`src/rtl/fetch_unit_if.sv`:
```
`default_nettype none
// ============================================================================
// Module   : fetch_unit_if
// Purpose  : Instruction-memory request/response bus between fetch and imem.
// Revision : 1.0
// ============================================================================
interface fetch_unit_if;
  logic        imem_req;
  logic [31:0] imem_addr;
  logic        imem_ready;
  logic        imem_rvalid;
  logic [31:0] imem_rdata;

  modport master (
    output imem_req,
    output imem_addr,
    input  imem_ready,
    input  imem_rvalid,
    input  imem_rdata
  );

  modport slave (
    input  imem_req,
    input  imem_addr,
    output imem_ready,
    output imem_rvalid,
    output imem_rdata
  );
endinterface
`default_nettype wire

```
`src/rtl/fetch_unit.sv`:
```
`default_nettype none
// ============================================================================
// Module   : fetch_unit
// Purpose  : Single-outstanding-request instruction fetch with IF/ID register.
// Revision : 1.0
// ============================================================================
module fetch_unit (
  input  wire logic        clk,
  input  wire logic        rst,
  input  wire logic [31:0] PC,
  input  wire logic        StallD,
  input  wire logic        FlushD,
  fetch_unit_if.master     imem,
  output logic [31:0]      PCF,
  output logic [31:0]      PCPlus4F,
  output logic [31:0]      InstrD,
  output logic [31:0]      PCPlus4D,
  output logic [31:0]      PCPlus8D,
  output logic             ValidD,
  output logic             FetchBusyF
);

  localparam logic [1:0] S_REQ  = 2'd0;
  localparam logic [1:0] S_WAIT = 2'd1;
  localparam logic [1:0] S_HOLD = 2'd2;

  logic [1:0]  r_state;
  logic [31:0] r_pcf;
  logic [31:0] r_hold;
  logic [31:0] r_instr_d;
  logic [31:0] r_pc4_d;
  logic [31:0] r_pc8_d;
  logic        r_valid_d;

  logic        w_allow;
  logic        w_avail;
  logic        w_xfer;
  logic [31:0] w_word;
  logic [31:0] w_pc4;
  logic [31:0] w_pc8;

  assign w_allow = !StallD && !FlushD;
  // An instruction is ready either from the live response or the holding register.
  assign w_avail = (r_state == S_HOLD) || ((r_state == S_WAIT) && imem.imem_rvalid);
  assign w_xfer  = w_avail && w_allow;
  assign w_word  = (r_state == S_HOLD) ? r_hold : imem.imem_rdata;
  assign w_pc4   = r_pcf + 32'd4;
  assign w_pc8   = r_pcf + 32'd8;

  assign imem.imem_req  = (r_state == S_REQ);
  assign imem.imem_addr = {r_pcf[31:2], 2'b00};

  assign PCF        = r_pcf;
  assign PCPlus4F   = w_pc4;
  assign FetchBusyF = !w_avail;
  assign InstrD     = r_instr_d;
  assign PCPlus4D   = r_pc4_d;
  assign PCPlus8D   = r_pc8_d;
  assign ValidD     = r_valid_d;

  always_ff @(posedge clk or posedge rst) begin
    if (rst) begin
      r_state <= S_REQ;
      r_pcf   <= 32'd0;
      r_hold  <= 32'd0;
    end else begin
      case (r_state)
        S_REQ: begin
          if (imem.imem_ready) begin
            r_state <= S_WAIT;
          end
        end
        S_WAIT: begin
          if (imem.imem_rvalid) begin
            if (w_allow) begin
              r_pcf   <= PC;
              r_state <= S_REQ;
            end else begin
              r_hold  <= imem.imem_rdata;
              r_state <= S_HOLD;
            end
          end
        end
        S_HOLD: begin
          if (w_allow) begin
            r_pcf   <= PC;
            r_state <= S_REQ;
          end
        end
        default: begin
          r_state <= S_REQ;
        end
      endcase
    end
  end

  // Flush wins over stall; an unstalled cycle with nothing to deliver inserts a bubble.
  always_ff @(posedge clk or posedge rst) begin
    if (rst) begin
      r_instr_d <= 32'd0;
      r_pc4_d   <= 32'd0;
      r_pc8_d   <= 32'd0;
      r_valid_d <= 1'b0;
    end else if (FlushD) begin
      r_instr_d <= 32'd0;
      r_pc4_d   <= 32'd0;
      r_pc8_d   <= 32'd0;
      r_valid_d <= 1'b0;
    end else if (!StallD) begin
      if (w_xfer) begin
        r_instr_d <= w_word;
        r_pc4_d   <= w_pc4;
        r_pc8_d   <= w_pc8;
        r_valid_d <= 1'b1;
      end else begin
        r_instr_d <= 32'd0;
        r_pc4_d   <= 32'd0;
        r_pc8_d   <= 32'd0;
        r_valid_d <= 1'b0;
      end
    end
  end

endmodule
`default_nettype wire

```
`src/flat_wrapper.sv`:
```
// flat-port wrapper written by rule: the top's interface ports become plain ports
module fetch_unit_flat 
  (clk, rst, PC, StallD, FlushD, PCF, PCPlus4F, InstrD, PCPlus4D, PCPlus8D, ValidD, FetchBusyF, imem_imem_req, imem_imem_addr, imem_imem_ready, imem_imem_rvalid, imem_imem_rdata);
  fetch_unit_if imem_i ();
  input  wire logic clk;
  input  wire logic rst;
  input  wire logic [31:0] PC;
  input  wire logic StallD;
  input  wire logic FlushD;
  output logic [31:0] PCF;
  output logic [31:0] PCPlus4F;
  output logic [31:0] InstrD;
  output logic [31:0] PCPlus4D;
  output logic [31:0] PCPlus8D;
  output logic ValidD;
  output logic FetchBusyF;
  output wire logic [$bits(imem_i.imem_req)-1:0] imem_imem_req;
  output wire logic [$bits(imem_i.imem_addr)-1:0] imem_imem_addr;
  input wire logic [$bits(imem_i.imem_ready)-1:0] imem_imem_ready;
  input wire logic [$bits(imem_i.imem_rvalid)-1:0] imem_imem_rvalid;
  input wire logic [$bits(imem_i.imem_rdata)-1:0] imem_imem_rdata;
  assign imem_imem_req = imem_i.imem_req;
  assign imem_imem_addr = imem_i.imem_addr;
  assign imem_i.imem_ready = imem_imem_ready;
  assign imem_i.imem_rvalid = imem_imem_rvalid;
  assign imem_i.imem_rdata = imem_imem_rdata;
  fetch_unit u_core (.clk(clk), .rst(rst), .PC(PC), .StallD(StallD), .FlushD(FlushD), .imem(imem_i), .PCF(PCF), .PCPlus4F(PCPlus4F), .InstrD(InstrD), .PCPlus4D(PCPlus4D), .PCPlus8D(PCPlus8D), .ValidD(ValidD), .FetchBusyF(FetchBusyF));
endmodule
```
`config.mk`:
```
export PLATFORM = sky130hd
export DESIGN_NAME = fetch_unit_flat
export DESIGN_NICKNAME = d
export VERILOG_FILES = /design/src/rtl/fetch_unit_if.sv /design/src/rtl/fetch_unit.sv /design/src/flat_wrapper.sv
export SDC_FILE = /design/constraint.sdc
export NUM_CORES = 1
export LEC_CHECK = 0
export BUFFER_PORTS_ARGS = -buffer_cell sky130_fd_sc_hd__buf_4
export CORE_MARGIN = 2
export CORE_UTILIZATION = 43
export CTS_CLUSTER_SIZE = 28
export DETAILED_ROUTE_END_ITERATION = 6
export GPL_TIMING_DRIVEN = 0
export HOLD_SLACK_MARGIN = 0.03
export PLACE_DENSITY = 0.76
export SYNTH_ARGS = -nofsm -noshare
export SYNTH_HDL_FRONTEND = slang
export SYNTH_SLANG_ARGS = --single-unit
```
`constraint.sdc`:
```
create_clock -name clk -period 8.1 [get_ports clk]
set_input_delay 0.405 -clock clk [delete_from_list [all_inputs] [get_ports clk]]
set_output_delay 0.405 -clock clk [all_outputs]
set_load 0.05 [all_outputs]
```
==> run summary <==
outcome = finished clean
largest net degree at the start of global routing = 87
DRC Markers = 0
Worst setup SP type = flop
Setup violations, final = 0
IO buf count = 262
first-pass GRT wire length = 38,600 um
Period minus WS final = 3.42 ns
switching portion of total power = 0.496
leakage = 5.38 nW
area growth from synthesis to layout = 36.6%
Seq/Total Area, Yosys = 0.511
die height = 139 um
root buf cell = clkbuf_16
Psw = 0.00221 W
Post-synth EDFFs = 0
Ant. Diodes = 0
Synth cell types = 44
Congestion Overflow GR = 0
Worst setup EP type = output port
Logic pwr share = 0.548
Syn Inst Count = 793
CP arrival = 3.01 ns
vias in the first global route = 6,954
Synth async-reset ratio = 1.00
CTS Sinks = 161
HP Class = in2async
Overall Power = 0.00445 W
Slew headroom = 0.235
worst slew pin tran = 1.14 ns
Fillers = 1,555
critical path class = reg2out
internal power = 0.00224 W
Post-DP HPWL = 18,100 um
Final Skew = 0.00794 ns
row count = 49
clk buf depth = 2
utilization after layout = 0.599
RD Place Congestion = 0.839
Flop pwr share = 0.269
area of the multi-input gates = 3280 um2
total CTS buffers = 17
largest cells by area after synthesis = dfrtp_1 (51%), nand2_1 (8.4%), mux2_2 (4.6%), mux2i_1 (4.2%), buf_4 (3.6%)
peak supply drop = 0.326 mV
IO Pins = 265
die area = 19,400 um2
sequential cell area = 4030 um2
unrepaired setup endpoints after global routing = no
Final TNS setup = 0 ns
Main synth FF type = dfrtp_1
Synth Warn # = 0
WP data required = 7.70 ns
core area = 18,000 um2
latest clock arrival within the worst-skew pair = 0.43 ns
via count = 7,208
Synth top cells by count = nand2_1 (176), dfrtp_1 (161), o21ai_0 (53), clkbuf_1 (43), buf_4 (38)
CTS tree = done
Starting Density = 0.439
Final ANT Viol Nets = 0
setup bufs post-CTS = 0
DRT iter0 DRCs = 575
routed len/inst = 18.9 um
Vias/cell = 5.47
f_max = 293 MHz
H-tree levels = 4
Detailed Route WL = 24,900 um
CTS Hold Bufs = 0
dominant cell type by area after synthesis = dfrtp_1
period utilization = 0.422
Mapped Area = 7880 um2
fin. max-slew vios = 0
TritonRoute pass-1 iters = 5
average cell area after synthesis = 9.94 um2
most numerous cell in the Yosys netlist = nand2_1
CP max FO = 9
Clock Power Share = 0.184
Fin. Hold Viols = 0
total global routing track utilization = 0.254
Synth top area share = 0.511
share of cells above drive strength 1 = 0.357
Final nets = 1,148
Die W = 139 um
Resized cells post-CTS = 0
Reg clk slew, reported paths = 0.06 ns
antenna violations before repair = 0
Max-Cap Viols = 0
Seq cells post-synth = 161
P per Cell Area = 413 nW/um2
[state kept, by name, summed over array words and instances (netlist names)]
name / flops
u_core.PCPlus4D: 30
u_core.ValidD: 1
u_core.PCF: 32
u_core.r_hold: 32
u_core.r_state: 2
u_core.InstrD: 32
u_core.PCPlus8D: 32
[cells in the final DEF, fill, tap and decap left out, drive strengths merged, types with 5 or more instances in the layout]
master	Yosys	final
o211ai	13	13
nand2	176	176
buf	58	321
nor3	9	9
nand4	27	27
mux2i	33	33
and4	6	6
a22o	18	18
xor2	21	21
nor4	9	9
clkbuf	43	61
nand3	23	23
clkinv	0	5
o21ai	54	54
inv	8	12
a211oi	5	5
nor2	19	19
dfrtp	161	161
a221o	7	7
or2	5	5
xnor2	20	20
or4	15	15
mux2	32	32
and2	6	6
[per-stage QoR]
stage	setup slack (ns)	hold slack, ns	cell area, um2	std cells
3_3_place_gp	1.34	0.459	10100	1285
6_report	4.68	0.0251	10800	1318
5_1_grt	4.48	0.0628	10800	1318
3_5_place_dp	5.17	0.460	10200	1286
2_1_floorplan	3.35	0.440	7880	794
4_1_cts	4.69	0.0491	10800	1318
[worst paths after layout]
check	from	endpoint	slack, ns	cells past startpoint
min in group clk	PC[20]	u_core.PCF[20]	0.16	3
hold reg to reg	u_core.InstrD[19]	u_core.InstrD[19]	0.48	2
setup reg to reg	u_core.r_state[0]	u_core.PCPlus8D[3]	5.25	7
max in group asynchronous	rst	u_core.InstrD[31]	7.23	3
hold / removal	rst	u_core.PCPlus4D[5]	0.03	2
setup / recovery	u_core.PCF[4]	PCPlus4F[25]	4.68	7
[final cells by class]
| cell class | instances | area share |
|---|---|---|
| Sequential cell | 161 | 0.374 |
| Multi-Input combinational cell | 524 | 0.305 |
| Timing Repair Buffer | 263 | 0.185 |
| Buffer | 101 | 0.0506 |
| Clock buffer | 18 | 0.0408 |
| Tap cell | 229 | 0.0266 |
| Clock inverter | 14 | 0.0143 |
| Inverter | 8 | 0.00349 |
[per-layer routing]
metal,GRT usage,wire length (um)
met3,0.0616,1900
met4,0.108,823
met5,0,0
met1,0.336,10300
met2,0.402,11900
[cell families (layout without fill, tap and decap cells)]
kind of cell	count (synthesis)	count (layout)	synth area share
AOI/OAI and AO/OA	110	110	0.0951
xor gates and xnor gates	41	41	0.0456
adders and majority gates	2	2	0.00318
buffers and inverters	109	404	0.0729
DFF	161	161	0.511
muxes	65	65	0.0877
other	1	2	0.000476
and+or+nand+nor	304	304	0.184
[power by group through the flow]
stage | clock network [W] | logic, W | registers, W
5_1_grt | 0.000857 | 0.00254 | 0.00122
4_1_cts | 0.000821 | 0.00244 | 0.00119
6_report | 0.000816 | 0.00244 | 0.00119
3_5_place_dp | 0 | 0.00243 | 0.00121
3_3_place_gp | 0 | 0.00241 | 0.00120
2_1_floorplan | 0 | 0.00131 | 0.00160
[critical path, stage by stage (launching register included)]
cell and delay [ns]:
dfrtp_1 0.53, ha_1 0.32, nand4_1 0.25, or4_1 0.63
buf_2 0.22, or2_1 0.27, xnor2_1 0.14, buf_4 0.22
Note: power is estimated with default switching activity, not from simulation.
